$ cat config.mk
export PLATFORM = sky130hd
export DESIGN_NAME = fft_input_loader
export DESIGN_NICKNAME = d
export VERILOG_FILES = /design/src/rtl/fft_pkg.sv /design/src/rtl/fft_input_loader.sv
export SDC_FILE = /design/constraint.sdc
export NUM_CORES = 1
export LEC_CHECK = 0
export BUFFER_PORTS_ARGS = -buffer_cell sky130_fd_sc_hd__buf_4
export CAP_MARGIN = 0
export CELL_PAD_IN_SITES_DETAIL_PLACEMENT = 1
export CELL_PAD_IN_SITES_GLOBAL_PLACEMENT = 1
export CORE_MARGIN = 2
export CORE_UTILIZATION = 31
export CTS_BUF_LIST = sky130_fd_sc_hd__clkbuf_8
export CTS_CLUSTER_SIZE = 40
export DETAILED_ROUTE_END_ITERATION = 10
export GPL_ROUTABILITY_DRIVEN = 0
export MAX_ROUTING_LAYER = met4
export PLACE_DENSITY = 0.71
export SLEW_MARGIN = 20
export SYNTH_ARGS = -nofsm -noshare
export SYNTH_HDL_FRONTEND = slang
export SYNTH_SLANG_ARGS = --single-unit
$ cat constraint.sdc
create_clock -name clk -period 1.6 [get_ports clk]
set_clock_uncertainty 0.1 [all_clocks]
set_input_delay 0.32 -clock clk [delete_from_list [all_inputs] [get_ports clk]]
set_output_delay 0.32 -clock clk [all_outputs]
set_load 0.03 [all_outputs]
$ cat src/rtl/fft_pkg.sv
// Shared FFT definitions: sample format, loader state encoding and the
// bit-reversal helper also used by the output reader and butterfly
// address generators.
package fft_pkg;

    localparam int WORD_SIZE = 16;

    // One complex sample, real part in the upper half.
    typedef logic [2*WORD_SIZE-1:0] sample_t;

    typedef enum logic [0:0] {
        ST_IDLE = 1'b0,
        ST_LOAD = 1'b1
    } state_e;

    // Reverse the low 'width' bits of value; bits above width come back 0.
    function automatic logic [31:0] bitrev(input logic [31:0] value, input int width);
        logic [31:0] result;
        result = 32'd0;
        for (int i = 0; i < 32; i++) begin
            if (i < width) begin
                result[i] = value[width-1-i];
            end else begin
                result[i] = 1'b0;
            end
        end
        return result;
    endfunction

endpackage

$ cat src/rtl/fft_input_loader.sv
// FFT ingest stage: accepts a serial stream of complex samples, pairs each
// even/odd sample and writes the pair into the dual-port sample RAM in one
// cycle at natural or bit-reversed addresses. done pulses once the whole
// frame is resident.
module fft_input_loader
    import fft_pkg::*;
#(
    parameter int N             = 32,
    parameter int word_size     = WORD_SIZE,
    parameter int address_width = $clog2(N),
    parameter bit BIT_REVERSE   = 1'b1
) (
    input  logic                     clk,
    input  logic                     reset,
    input  logic                     start,
    input  logic                     in_valid,
    input  logic [2*word_size-1:0]   in_samp,
    output logic                     in_ready,
    output logic                     wr_en,
    output logic [address_width-1:0] wr_addr1,
    output logic [address_width-1:0] wr_addr2,
    output logic [2*word_size-1:0]   wr_samp1,
    output logic [2*word_size-1:0]   wr_samp2,
    output logic                     busy,
    output logic                     done
);

    localparam logic [address_width:0] LAST_IDX = (address_width+1)'(N - 1);
    localparam logic [address_width:0] CNT_ONE  = (address_width+1)'(1);

    state_e                   state_q, state_d;
    logic [address_width:0]   cnt_q, cnt_d;
    logic [2*word_size-1:0]   hold_q, hold_d;
    logic                     wr_en_q, wr_en_d;
    logic [address_width-1:0] wr_addr1_q, wr_addr1_d;
    logic [address_width-1:0] wr_addr2_q, wr_addr2_d;
    logic [2*word_size-1:0]   wr_samp1_q, wr_samp1_d;
    logic [2*word_size-1:0]   wr_samp2_q, wr_samp2_d;
    logic                     busy_q, busy_d;
    logic                     done_q, done_d;

    logic                     accept_s;
    logic [address_width-1:0] idx_odd_s;
    logic [address_width-1:0] idx_even_s;

    // Map a sample index to its RAM address.
    function automatic logic [address_width-1:0] map_addr(input logic [address_width-1:0] idx);
        logic [31:0] wide;
        logic [31:0] mapped;
        wide = 32'(idx);
        if (BIT_REVERSE) begin
            mapped = bitrev(wide, address_width);
        end else begin
            mapped = wide;
        end
        return mapped[address_width-1:0];
    endfunction

    assign in_ready   = (state_q == ST_LOAD);
    assign accept_s   = in_valid && (state_q == ST_LOAD);
    // On an odd acceptance the counter holds the odd index; its pair partner
    // is the same index with bit 0 cleared.
    assign idx_odd_s  = cnt_q[address_width-1:0];
    assign idx_even_s = {idx_odd_s[address_width-1:1], 1'b0};

    // Next-state logic: frame arming, sample pairing and pair writes.
    always_comb begin
        state_d    = state_q;
        cnt_d      = cnt_q;
        hold_d     = hold_q;
        wr_en_d    = 1'b0;
        wr_addr1_d = wr_addr1_q;
        wr_addr2_d = wr_addr2_q;
        wr_samp1_d = wr_samp1_q;
        wr_samp2_d = wr_samp2_q;
        busy_d     = busy_q;
        done_d     = 1'b0;

        case (state_q)
            ST_IDLE: begin
                if (start) begin
                    state_d = ST_LOAD;
                    busy_d  = 1'b1;
                    cnt_d   = '0;
                end else begin
                    state_d = ST_IDLE;
                end
            end
            ST_LOAD: begin
                if (accept_s) begin
                    cnt_d = cnt_q + CNT_ONE;
                    if (cnt_q[0] == 1'b0) begin
                        hold_d = in_samp;
                    end else begin
                        wr_en_d    = 1'b1;
                        wr_samp1_d = hold_q;
                        wr_samp2_d = in_samp;
                        wr_addr1_d = map_addr(idx_even_s);
                        wr_addr2_d = map_addr(idx_odd_s);
                    end
                    // The last sample closes the frame at the same edge, so
                    // in_ready drops before any sample N could be taken.
                    if (cnt_q == LAST_IDX) begin
                        state_d = ST_IDLE;
                        busy_d  = 1'b0;
                        done_d  = 1'b1;
                    end else begin
                        state_d = ST_LOAD;
                    end
                end else begin
                    state_d = ST_LOAD;
                end
            end
            default: begin
                state_d = ST_IDLE;
                busy_d  = 1'b0;
            end
        endcase
    end

    // State and output registers with synchronous active-low reset.
    always_ff @(posedge clk) begin
        if (!reset) begin
            state_q    <= ST_IDLE;
            cnt_q      <= '0;
            hold_q     <= '0;
            wr_en_q    <= 1'b0;
            wr_addr1_q <= '0;
            wr_addr2_q <= '0;
            wr_samp1_q <= '0;
            wr_samp2_q <= '0;
            busy_q     <= 1'b0;
            done_q     <= 1'b0;
        end else begin
            state_q    <= state_d;
            cnt_q      <= cnt_d;
            hold_q     <= hold_d;
            wr_en_q    <= wr_en_d;
            wr_addr1_q <= wr_addr1_d;
            wr_addr2_q <= wr_addr2_d;
            wr_samp1_q <= wr_samp1_d;
            wr_samp2_q <= wr_samp2_d;
            busy_q     <= busy_d;
            done_q     <= done_d;
        end
    end

    assign wr_en    = wr_en_q;
    assign wr_addr1 = wr_addr1_q;
    assign wr_addr2 = wr_addr2_q;
    assign wr_samp1 = wr_samp1_q;
    assign wr_samp2 = wr_samp2_q;
    assign busy     = busy_q;
    assign done     = done_q;

endmodule

; ---- Word level (Yosys, flattened, before mapping)
; Index checks and enable logic that the tools add are counted.
[op_classes]
shifts = 0
div = 0
order_cmp = 0
n_bitwise = 2
n_eq_ne = 4
addsub = 1
n_reduce_logical = 6
multipliers = 0
n_mux = 13
[op_table]
columns = cell, n
row1 = 2-to-1 mux 6 bit, 2
row2 = one-hot mux 6 bit (2 select lines), 1
row3 = AND reduction 3 bit, 4
row4 = 2-to-1 mux 1 bit, 8
row5 = adder 6 x 1 -> 6 bit (second input constant), 1
row6 = equality test 6 x 5 -> 1 bit (second input constant), 1
row7 = inequality test 2 x 1 -> 1 bit (second input constant), 2
row8 = one-hot mux 1 bit (2 select lines), 2
row9 = inequality test 2 bit (second input constant), 1
row10 = inverter 1 bit, 2
row11 = AND reduction 2 bit, 1
row12 = logical AND 1 bit, 1
[totals]
ff_bits = 115
output_inout_bits = 78
mem_bits_rw = 0
mem_bits_ro = 0
memories = 0
word_cells = 36
latchBits = 0

; ---- Logic depth before layout (Yosys ltp)
; Gate-level depths: netlist of the first run.
[logic_depth]
depth_word = 4
depth_mapped = 7
mapped_depth_nobuf = 4

; ---- Worst setup path after synthesis of the first run
; Ideal clock, no wire load.
[synth_timing]
path_type = flip-flop to flip-flop
start = register state_q (netlist: in_ready)
end = register wr_samp1_q[22] (netlist: wr_samp1[22])
setup_slack_ps = 82
setup_time_ps = 132
synth_period_minus_slack_ps = 1518
arrival_ps = 1286
path_buffers = 3
stages_incl_launch_ff = 7
cell_sequence = dfxtp_1 buf_4 nand3_2 buf_4 buf_4 nand2_1 a21oi_1
[synth_via]
elab_chain_len = 2
[synth_lines]
columns = element, line_no
row1 = from (decl), fft_input_loader.sv:31  ; state_e state_q, state_d;
row2 = from (signal assigned), fft_input_loader.sv:135  ; state_q <= state_d;
row3 = logical AND 1 bit, fft_input_loader.sv:60  ; assign accept_s = in_valid && (state_q == ST_LOAD);
row4 = AND reduction 3 bit (no source line) (*), --
row5 = to (signal assigned), fft_input_loader.sv:141  ; wr_samp1_q <= wr_samp1_d;
row6 = to (decl), fft_input_loader.sv:37  ; logic [2*word_size-1:0] wr_samp1_q, wr_samp1_d;
; Every way passes the cells marked *; elsewhere a longest branch is shown, timed or not.
; A chain may end at the register's enable or synchronous reset.

; ---- Worst setup path in the final report of the first run
[layout_timing]
start = register cnt_q[0]
end = register cnt_q[4]
[layout_via]
elab_chain_len = 3
[layout_lines]
columns = element, line_no
row1 = from (decl), fft_input_loader.sv:32  ; logic [address_width:0] cnt_q, cnt_d;
row2 = from (signal assigned), fft_input_loader.sv:136  ; cnt_q <= cnt_d;
row3 = adder 6 x 1 -> 6 bit, fft_input_loader.sv:91  ; cnt_d = cnt_q + CNT_ONE;
row4 = 2-to-1 mux 6 bit, fft_input_loader.sv:90  ; if (accept_s) begin
row5 = one-hot mux 6 bit (2 select lines), fft_input_loader.sv:79  ; case (state_q)
; No other way between the ends. The select of a mux whose other input is x is not followed.

==> flow_summary.ini, run 1 <==
[run_status]
outcome = completed

[final_layout]
fill_cells = 1554
final-instance-count-excl-fill = 760
drive_above_1_share_pct = 24.3
multi_input_comb_area_mm2 = 0.00148
num_antenna_cells = 0
area_growth_pct = 30.4
final_nets = 620
area.sequential_mm2 = 0.00222

[synthesis]
synth_edf_count = 0
synth_ff_type = dfxtp_1
async_flop_share_pct = 0
synthesis.nets = 526
synth_seq_cells = 111
netlist.area_leader.share_pct = 56.5
synthDominantAreaCellType = dfxtp_1
ys_types = 29
yosysMostFrequentCell = nand2_1
yosysSeqAreaShare_pct = 56.5
netlist_area_mm2 = 0.00393
yosys-top-cells-area = dfxtp_1 57%, nand2_1 19%, a21oi_1 13%
synth.cells.most_frequent = 203 x nand2_1, 111 x dfxtp_1, 103 x a21oi_1, 14 x clkbuf_1, 13 x buf_2
ys_warn_count = 0
syn_inst = 489
syn_avg_cell_area_um2 = 8.04

[detailed_routing]
wl_per_cell_um = 13.5
drt_wl_total_mm = 10.3
drtIter0Drc = 157
dr.pass1.iters = 4
drc = 0
vias = 3467
ant_nets = 0
viasPerCell = 4.56

[clock_network]
clkTransAtPathRegs_ps = 110
cts-root-buf = clkbuf_8
cts_buffer_depth = 2
cts_tree = yes
htreeDepth = 3
ctsHoldBuffers = 0
clock_sinks = 111
insertion_delay_ps = 370
cts_buffers = 9

[timing]
fin_crit_ps = 1490
max_freq_mhz = 669
rsz0062_at_grt = no
tns_ps = 0
period_share_pct = 93.4
finalHoldViolCount = 0
slew_violations = 0
setup_viol = 0

[floorplan]
coreArea_mm2 = 0.0125
die_area_mm2 = 0.0136
start_util_pct = 31.4
num_rows = 41
die_x_um = 117
die_h_um = 117
io_pins = 114

[setup_path]
worstSetupPathType = reg2reg
path_max_fanout = 7
arrival_ps = 1700
crit_required_ps = 1800
start_kind = flip-flop
end_kind = flip-flop

[grt]
grt_pass1_wl_mm = 16.3
grt_start_max_net_pins = 50
grtUsageTotal_pct = 15.8
grt_pass1_vias = 3390
overflow = 0
antenna_found_initial = 0

[pwr]
p_leak_nw = 1.97
pwr_density_cell_mw_per_mm2 = 977
vdd_drop_max_mv = 0.527

[placed_design]
hpwlAfterDp_mm = 6.98
numPortBuffers = 112
dp_cells = 744

[worst_hold_path]
hp-class = in2reg

[run]
max_cap_viol_count = 0
==> layout by cell type (no fill, tap or decap) <==
master     count
o21ai_0        3
nand4_1        1
bufinv_16      2
and3_2         1
nor2_1         6
nand3_2        2
nand3b_1       1
dfxtp_2        1
inv_6          3
clkinv_2       2
nand2_1      203
a211oi_1       1
clkbuf_8       9
nand3_1        1
o41ai_1        2
nand2b_1       1
o2111ai_1      2
mux2i_1        1
conb_1         1
dfxtp_1      110
o22ai_1        1
a32oi_1        1
and3b_1        1
or3_1          1
buf_4        118
nor3_1         1
a21oi_1      103
buf_12         5
inv_1          2
ha_1           1
nor4_1         1
==> worst max-delay path, stage by stage (launching register included) <==
cell and delay, ps:
dfxtp_1 440, ha_1 240, nand3_2 140, or3_1 370, a21oi_1 140
==> stage by stage <==
step	worst slack [ps]	hold slack [ps]	power, W	instance area [um2]	util [%]
after global routing	34.2	72.7	0.00523	5130	41.0
final	106	85.9	0.00501	5130	41.0
after floorplan	81.9	332	0.00307	3930	-
after global placement	171	336	0.00322	4910	39.2
after detailed placement	101	344	0.00323	4910	39.2
after CTS	103	70.4	0.00509	5130	41.0
==> registers in the layout (all words and copies together) (netlist names) <==
register	flops
hold_q	32
wr_samp1	32
wr_samp2	32
cnt_q	6
wr_addr2	5
busy	1
done	1
in_ready	1
wr_en	1
==> routing by layer <==
metal  vias up  global-route usage [%]  part of all wire (%)  routed length [um]
met4         0                    4.71                   1.2                 127
met1      1623                    18.3                    45                4570
li1       1761                       -                     -                   -
met2        70                    26.9                    49                5030
met5         -                       -                     0                   0
met3        13                    4.10                   5.3                 540
==> where the power goes <==
group          leakage (nW)  total, W  internal [W]  switching, W
clock network         0.116   0.00185      0.000892      0.000958
registers             0.898   0.00284       0.00281     0.0000299
logic                 0.954  0.000321      0.000130      0.000192
==> cell type report <==
type / count / area share, %
Multi-Input combinational cell: 336 / 28.8
Clock buffer: 9 / 2.41
Clock inverter: 7 / 1.85
Tap cell: 172 / 4.20
Timing Repair Buffer: 123 / 19.2
Sequential cell: 111 / 43.3
Inverter: 2 / 0.171
==> what timing repair did <==
action                                  4_1_cts  5_1_grt
buffers inserted                              0        0
endpoints found under the setup margin        1        0
resized for setup                             1        0
endpoints found under the hold margin         0        0
==> worst paths after layout <==
kind | depth (start not counted) | endpoint | slack, ps | startpoint
hold reg to reg | 2 | wr_samp1[8]$_SDFFE_PN0P_ | 350 | hold_q[8]$_SDFFE_PN0P_
setup / recovery | 4 | cnt_q[4]$_SDFFE_PN0P_ | 110 | cnt_q[0]$_SDFFE_PN0P_
hold / removal | 3 | hold_q[7]$_SDFFE_PN0P_ | 90 | in_samp[7]
setup reg to reg | 4 | cnt_q[4]$_SDFFE_PN0P_ | 110 | cnt_q[0]$_SDFFE_PN0P_
==> kinds of logic (layout without fill, tap and decap cells) <==
logic type	after synthesis	after routing	share of synthesized area, %
flip-flops	111	111	56.5
other	1	1	0.0954
adder cells (fa/ha/maj)	1	1	0.318
AO/OA/AOI/OAI	113	113	15.0
buffers and inverters	42	141	5.95
AND/OR/NAND/NOR	220	220	21.9
multiplexers	1	1	0.255
(Power assumes the default switching activity.)
==> run 2: changes to the inputs <==
--- a/config.mk
+++ b/config.mk
@@ -5,6 +5,7 @@
 export SDC_FILE = /design/constraint.sdc
 export NUM_CORES = 1
 export LEC_CHECK = 0
+export ABC_AREA = 1
 export BUFFER_PORTS_ARGS = -buffer_cell sky130_fd_sc_hd__buf_4
 export CAP_MARGIN = 0
 export CELL_PAD_IN_SITES_DETAIL_PLACEMENT = 1
@@ -16,7 +17,7 @@
 export DETAILED_ROUTE_END_ITERATION = 10
 export GPL_ROUTABILITY_DRIVEN = 0
 export MAX_ROUTING_LAYER = met4
-export PLACE_DENSITY = 0.71
+export PLACE_DENSITY = 0.72
 export SLEW_MARGIN = 20
 export SYNTH_ARGS = -nofsm -noshare
 export SYNTH_HDL_FRONTEND = slang
==> flow_summary.ini, run 2 <==
[setup_path]
r2r-start = in_ready$_SDFF_PN0_
critPathTopFamily = simple AND/OR/NAND/NOR gates
slowest_stage = dfxtp_1
path_buf_inv = 2
crit_cells = 6
cpMostUsedCell = nor2_1
arrival_ps = 1610
r2r_setup_slack_ps = 170
r2r_cells = 6
cp-startpoint = in_ready$_SDFF_PN0_
worstPathCellList = nand2_2 > nor2_2 > inv_1 > buf_4 > nor2_1 > nor2_1
end_kind = flip-flop
crit_required_ps = 1780
crit_end = hold_q[15]$_SDFFE_PN0P_
cpPeakStageDelay_ps = 410
worstSetupPathType = reg2reg
reg2reg_to = hold_q[15]$_SDFFE_PN0P_
path_max_fanout = 19
start_kind = flip-flop

[timing]
rsz0062_at_grt = no
fin_crit_ps = 1430
tns_ps = 0
whs_ps = 75.3
period_share_pct = 89.2
finalHoldViolCount = 0
max_freq_mhz = 701
setup_viol = 0
slew_violations = 0

[final_layout]
fin_util_pct = 42.0
final-instance-count-excl-fill = 770
layout_commonest_cell = nor2_1
num_antenna_cells = 0
final_nets = 635
area_growth_pct = 30.9
final_cell_mix = 206 x nor2_1, 117 x buf_4, 111 x dfxtp_1
drive_above_1_share_pct = 23.8

[detailed_routing]
drt_wl_total_mm = 10.8
dr.pass1.iters = 4
drc = 0
vias = 3596
ant_nets = 0
wl_per_cell_um = 14.0
drtIter0Drc = 169
viasPerCell = 4.67

[pwr]
p_total_w = 0.00495
p_switching_w = 0.00123
pwr-share-comb_pct = 8.2
p_int_w = 0.00372
vdd_drop_max_mv = 0.356
swShare_pct = 24.8
p_seq_share_pct = 58.4
p_leak_nw = 2.49
pwr_density_cell_mw_per_mm2 = 969
power_frac_clock_pct = 33.4

[worst_hold_path]
hp-start = in_samp[20]
hp-class = in2reg

[grt]
grt_pass1_wl_mm = 17.4
overflow = 0
grt_start_max_net_pins = 55
antenna_found_initial = 0
grt_pass1_vias = 3667
grtUsageTotal_pct = 16.7

[synthesis]
muxShareOfSynthArea_pct = 0
ys_warn_count = 0
synthSimpleGateAreaFrac_pct = 22.4
syn_inst = 500
syn_avg_cell_area_um2 = 7.80
synthDominantAreaCellType = dfxtp_1
synth_seq_cells = 111
yosysSeqAreaShare_pct = 57.0
yosys-top-cells-area = dfxtp_1 57%, nor2_1 20%, o21ai_0 13%
synth_compound_area_share_pct = 14.8
netlist_area_mm2 = 0.00390
async_flop_share_pct = 0
netlist.area_leader.share_pct = 57.0
synthesis.nets = 537
synth_top_family_by_area = simple AND/OR/NAND/NOR gates
yosysMostFrequentCell = nor2_1
synthXorXnorAreaFrac_pct = 0
synth_ff_type = dfxtp_1
ys_types = 20
synth_adder_area_share_pct = 0.321
synth.cells.most_frequent = 206 x nor2_1, 111 x dfxtp_1, 103 x o21ai_0, 20 x clkbuf_1, 16 x nand2_1
synth_edf_count = 0

[clock_network]
cts_tree = yes
ctsHoldBuffers = 0
cts_buffers = 9
clkTransAtPathRegs_ps = 110
htreeDepth = 3
cts-root-buf = clkbuf_8
clock_sinks = 111
cts_buffer_depth = 2
insertion_delay_ps = 370

[floorplan]
io_pins = 114
start_util_pct = 32.1
num_rows = 40
coreArea_mm2 = 0.0122
die_h_um = 116
die_x_um = 116
die_area_mm2 = 0.0135

[placed_design]
dp_cells = 755
numPortBuffers = 112
hpwlAfterDp_mm = 7.44

[run]
max_cap_viol_count = 0

[run_status]
outcome = completed
-- run 2: logic make-up (layout without fill, tap and decap cells) --
group	after synthesis	in the layout
other cells	1	1
buf+inv	45	147
simple gates	228	228
compound gates	114	114
flops	111	111
fa+ha+maj	1	1
-- run 2: worst min path at each step --
stage / end / cells after the start
after CTS: hold_q[31]$_SDFFE_PN0P_ / 3
final: wr_samp2[20]$_SDFFE_PN0P_ / 3
after global routing: hold_q[31]$_SDFFE_PN0P_ / 3
after global placement: wr_addr2[4]$_SDFFE_PN0P_ / 1
after floorplan: wr_samp1[27]$_SDFFE_PN0P_ / 2
after detailed placement: wr_addr2[4]$_SDFFE_PN0P_ / 1
-- run 2: routing by layer --
layer	GRT usage, %	wire [um]	vias to the layer above
li1	-	-	1778
met4	6.11	153	0
met2	27.4	5030	78
met5	-	0	-
met3	4.20	657	11
met1	19.9	4920	1729
-- run 2: timing repair --
item / CTS / global route
setup buffers: 0 / 0
setup endpoints to repair: 0 / 1
resized for setup: 0 / 1
-- run 2: final cells by class --
cell class / instances / area [um2]
Sequential cell: 111 / 2220
Timing Repair Buffer: 123 / 990
Fill cell: 1498 / 7060
Tap cell: 168 / 210
Clock buffer: 9 / 124
Clock inverter: 6 / 61.3
Inverter: 9 / 33.8
Multi-Input combinational cell: 344 / 1460
-- run 2: power by group through the flow --
stage / clock (W) / combinational (W) / sequential [W]
6_report: 0.00165 / 0.000407 / 0.00289
5_1_grt: 0.00181 / 0.000450 / 0.00290
4_1_cts: 0.00170 / 0.000413 / 0.00289
3_5_place_dp: 0 / 0.000411 / 0.00295
3_3_place_gp: 0 / 0.000402 / 0.00295
2_1_floorplan: 0 / 0.000164 / 0.00299
-- run 2: worst min-delay path: cells and delay by family --
kind | cells | cell delay (ps)
simple gates | 2 | 120
buf+inv | 1 | 90
-- run 2: metrics by stage --
step                      worst slack, ps  cell area (um2)
after floorplan                      42.1             3900
after global placement                218             4920
after detailed placement              125             4920
after CTS                            94.0             5100
after global routing                 53.9             5100
final                                 173             5100
==> run 3: changes to the inputs <==
--- a/config.mk
+++ b/config.mk
@@ -5,19 +5,17 @@
 export SDC_FILE = /design/constraint.sdc
 export NUM_CORES = 1
 export LEC_CHECK = 0
-export ABC_AREA = 1
 export BUFFER_PORTS_ARGS = -buffer_cell sky130_fd_sc_hd__buf_4
 export CAP_MARGIN = 0
 export CELL_PAD_IN_SITES_DETAIL_PLACEMENT = 1
 export CELL_PAD_IN_SITES_GLOBAL_PLACEMENT = 1
 export CORE_MARGIN = 2
 export CORE_UTILIZATION = 31
-export CTS_BUF_LIST = sky130_fd_sc_hd__clkbuf_8
 export CTS_CLUSTER_SIZE = 40
 export DETAILED_ROUTE_END_ITERATION = 10
 export GPL_ROUTABILITY_DRIVEN = 0
 export MAX_ROUTING_LAYER = met4
-export PLACE_DENSITY = 0.72
+export PLACE_DENSITY = 0.71
 export SLEW_MARGIN = 20
 export SYNTH_ARGS = -nofsm -noshare
 export SYNTH_HDL_FRONTEND = slang
==> constraint.sdc (replaced) <==
create_clock -name clk -period 1.6 [get_ports clk]
set_clock_uncertainty 0.1 [all_clocks]
set_input_delay 0.32 -clock clk [delete_from_list [all_inputs] [get_ports clk]]
set_output_delay 0.32 -clock clk [all_outputs]
set_load 0.005 [all_outputs]
==> flow_summary.ini, run 3 (synthesized netlist as in run 1, its figures left out) <==
[timing]
finalHoldViolCount = 0
rsz0062_at_grt = no
period_share_pct = 93.1
whs_ps = 122
tns_ps = 0
fin_crit_ps = 1490
max_freq_mhz = 672
setup_viol = 0
slew_violations = 0

[floorplan]
num_rows = 41
coreArea_mm2 = 0.0125
die_h_um = 117
die_area_mm2 = 0.0136
start_util_pct = 31.4
io_pins = 114
die_x_um = 117

[final_layout]
final_nets = 621
final_cell_mix = 203 x nand2_1, 119 x buf_4, 110 x dfxtp_1
layout_commonest_cell = nand2_1
num_antenna_cells = 0
drive_above_1_share_pct = 24.6
fill_cells = 1531
final_cell_area_mm2 = 0.00523
area_growth_pct = 32.9
fin_util_pct = 41.7

[placed_design]
placed_area_mm2 = 0.00492
hpwlAfterDp_mm = 7.13
numPortBuffers = 112

[clock_network]
insertion_delay_ps = 350
cts-root-buf = clkbuf_16
clock_sinks = 111
cts_buffer_depth = 2
ctsHoldBuffers = 0
cts_tree = yes
cts_buffers = 9
htreeDepth = 3
postCtsSetupBuffers = 0
clkTransAtPathRegs_ps = 70

[pwr]
vdd_drop_max_mv = 0.383
p_switching_w = 0.00122
pwr_density_cell_mw_per_mm2 = 1040
power_frac_clock_pct = 42.2
p_int_w = 0.00420
pwr-share-comb_pct = 5.5
swShare_pct = 22.6
p_seq_share_pct = 52.3
p_leak_nw = 2.00

[setup_path]
worstPathCellList = ha_1 > nand3_2 > or3_1 > a21oi_1
crit_required_ps = 1780
slowest_stage = dfxtp_1
worstSetupPathType = reg2reg
arrival_ps = 1670
cpPeakStageDelay_ps = 440
path_max_fanout = 7
r2r_setup_slack_ps = 110
end_kind = flip-flop
start_kind = flip-flop

[detailed_routing]
drc = 0
drt_wl_total_mm = 10.5
met1Wirelength_mm = 4.67
wl_per_cell_um = 13.8
dr.pass1.iters = 4
vias = 3492
wl_met3_um = 558
wl_met2_mm = 5.11
drtIter0Drc = 160
viasPerCell = 4.59
routed.top_layer = met4
ant_nets = 0

[worst_hold_path]
hp-class = in2reg

[grt]
grt_pass1_vias = 3516
antenna_found_initial = 0
grt_start_max_net_pins = 50
grt_pass1_wl_mm = 16.8
grtUsageTotal_pct = 16.2
overflow = 0

[run]
max_cap_viol_count = 0

[run_status]
outcome = completed
run 3: metrics by stage:
stage / setup slack [ps] / power [W] / std cells
3_5_place_dp: 146 / 0.00321 / 745
3_3_place_gp: 211 / 0.00319 / 745
2_1_floorplan: 252 / 0.00304 / 489
6_report: 111 / 0.00543 / 761
4_1_cts: 14.8 / 0.00551 / 761
5_1_grt: 44.2 / 0.00566 / 761
run 3: final cells by class:
| cell class | instances | area (um2) | share of cell area, % |
|---|---|---|---|
| multi-input cells | 336 | 1480 | 28.3 |
| repair buffers | 124 | 993 | 19.0 |
| well taps | 172 | 215 | 4.12 |
| clock buffers | 10 | 239 | 4.57 |
| clock inverters | 6 | 67.6 | 1.29 |
| inverters | 2 | 8.76 | 0.168 |
| flip-flops and latches | 111 | 2220 | 42.6 |
run 3: worst paths after layout:
kind | cells past startpoint | from | to
setup / recovery | 4 | cnt_q[0]$_SDFFE_PN0P_ | cnt_q[4]$_SDFFE_PN0P_
hold / removal | 3 | in_samp[29] | wr_samp2[29]$_SDFFE_PN0P_
setup reg to reg | 4 | cnt_q[0]$_SDFFE_PN0P_ | cnt_q[4]$_SDFFE_PN0P_
hold reg to reg | 2 | hold_q[3]$_SDFFE_PN0P_ | wr_samp1[3]$_SDFFE_PN0P_
run 3: worst max-delay path: cells and delay by family (launching register included):
family	cells	cell delay, ps
AND/OR/NAND/NOR	2	490
flip-flops	1	440
adder cells (fa/ha/maj)	1	240
AO/OA/AOI/OAI	1	140
run 3: power groups by stage:
stage	logic (W)	clock network [W]	registers, W
after floorplan	0.000149	0	0.00290
after global placement	0.000296	0	0.00290
final	0.000300	0.00229	0.00284
after global routing	0.000333	0.00248	0.00284
after detailed placement	0.000304	0	0.00290
after CTS	0.000305	0.00237	0.00284
run 3: repair_timing:
action	CTS	global route
hold endpoints to repair	0	0
setup endpoints to repair	0	1
resized for setup	0	1
run 3: layer usage:
layer	track usage [%]	up-vias
met2	26.9	75
li1	-	1766
met1	18.8	1635
met3	3.79	16
met5	-	-
met4	6.98	0
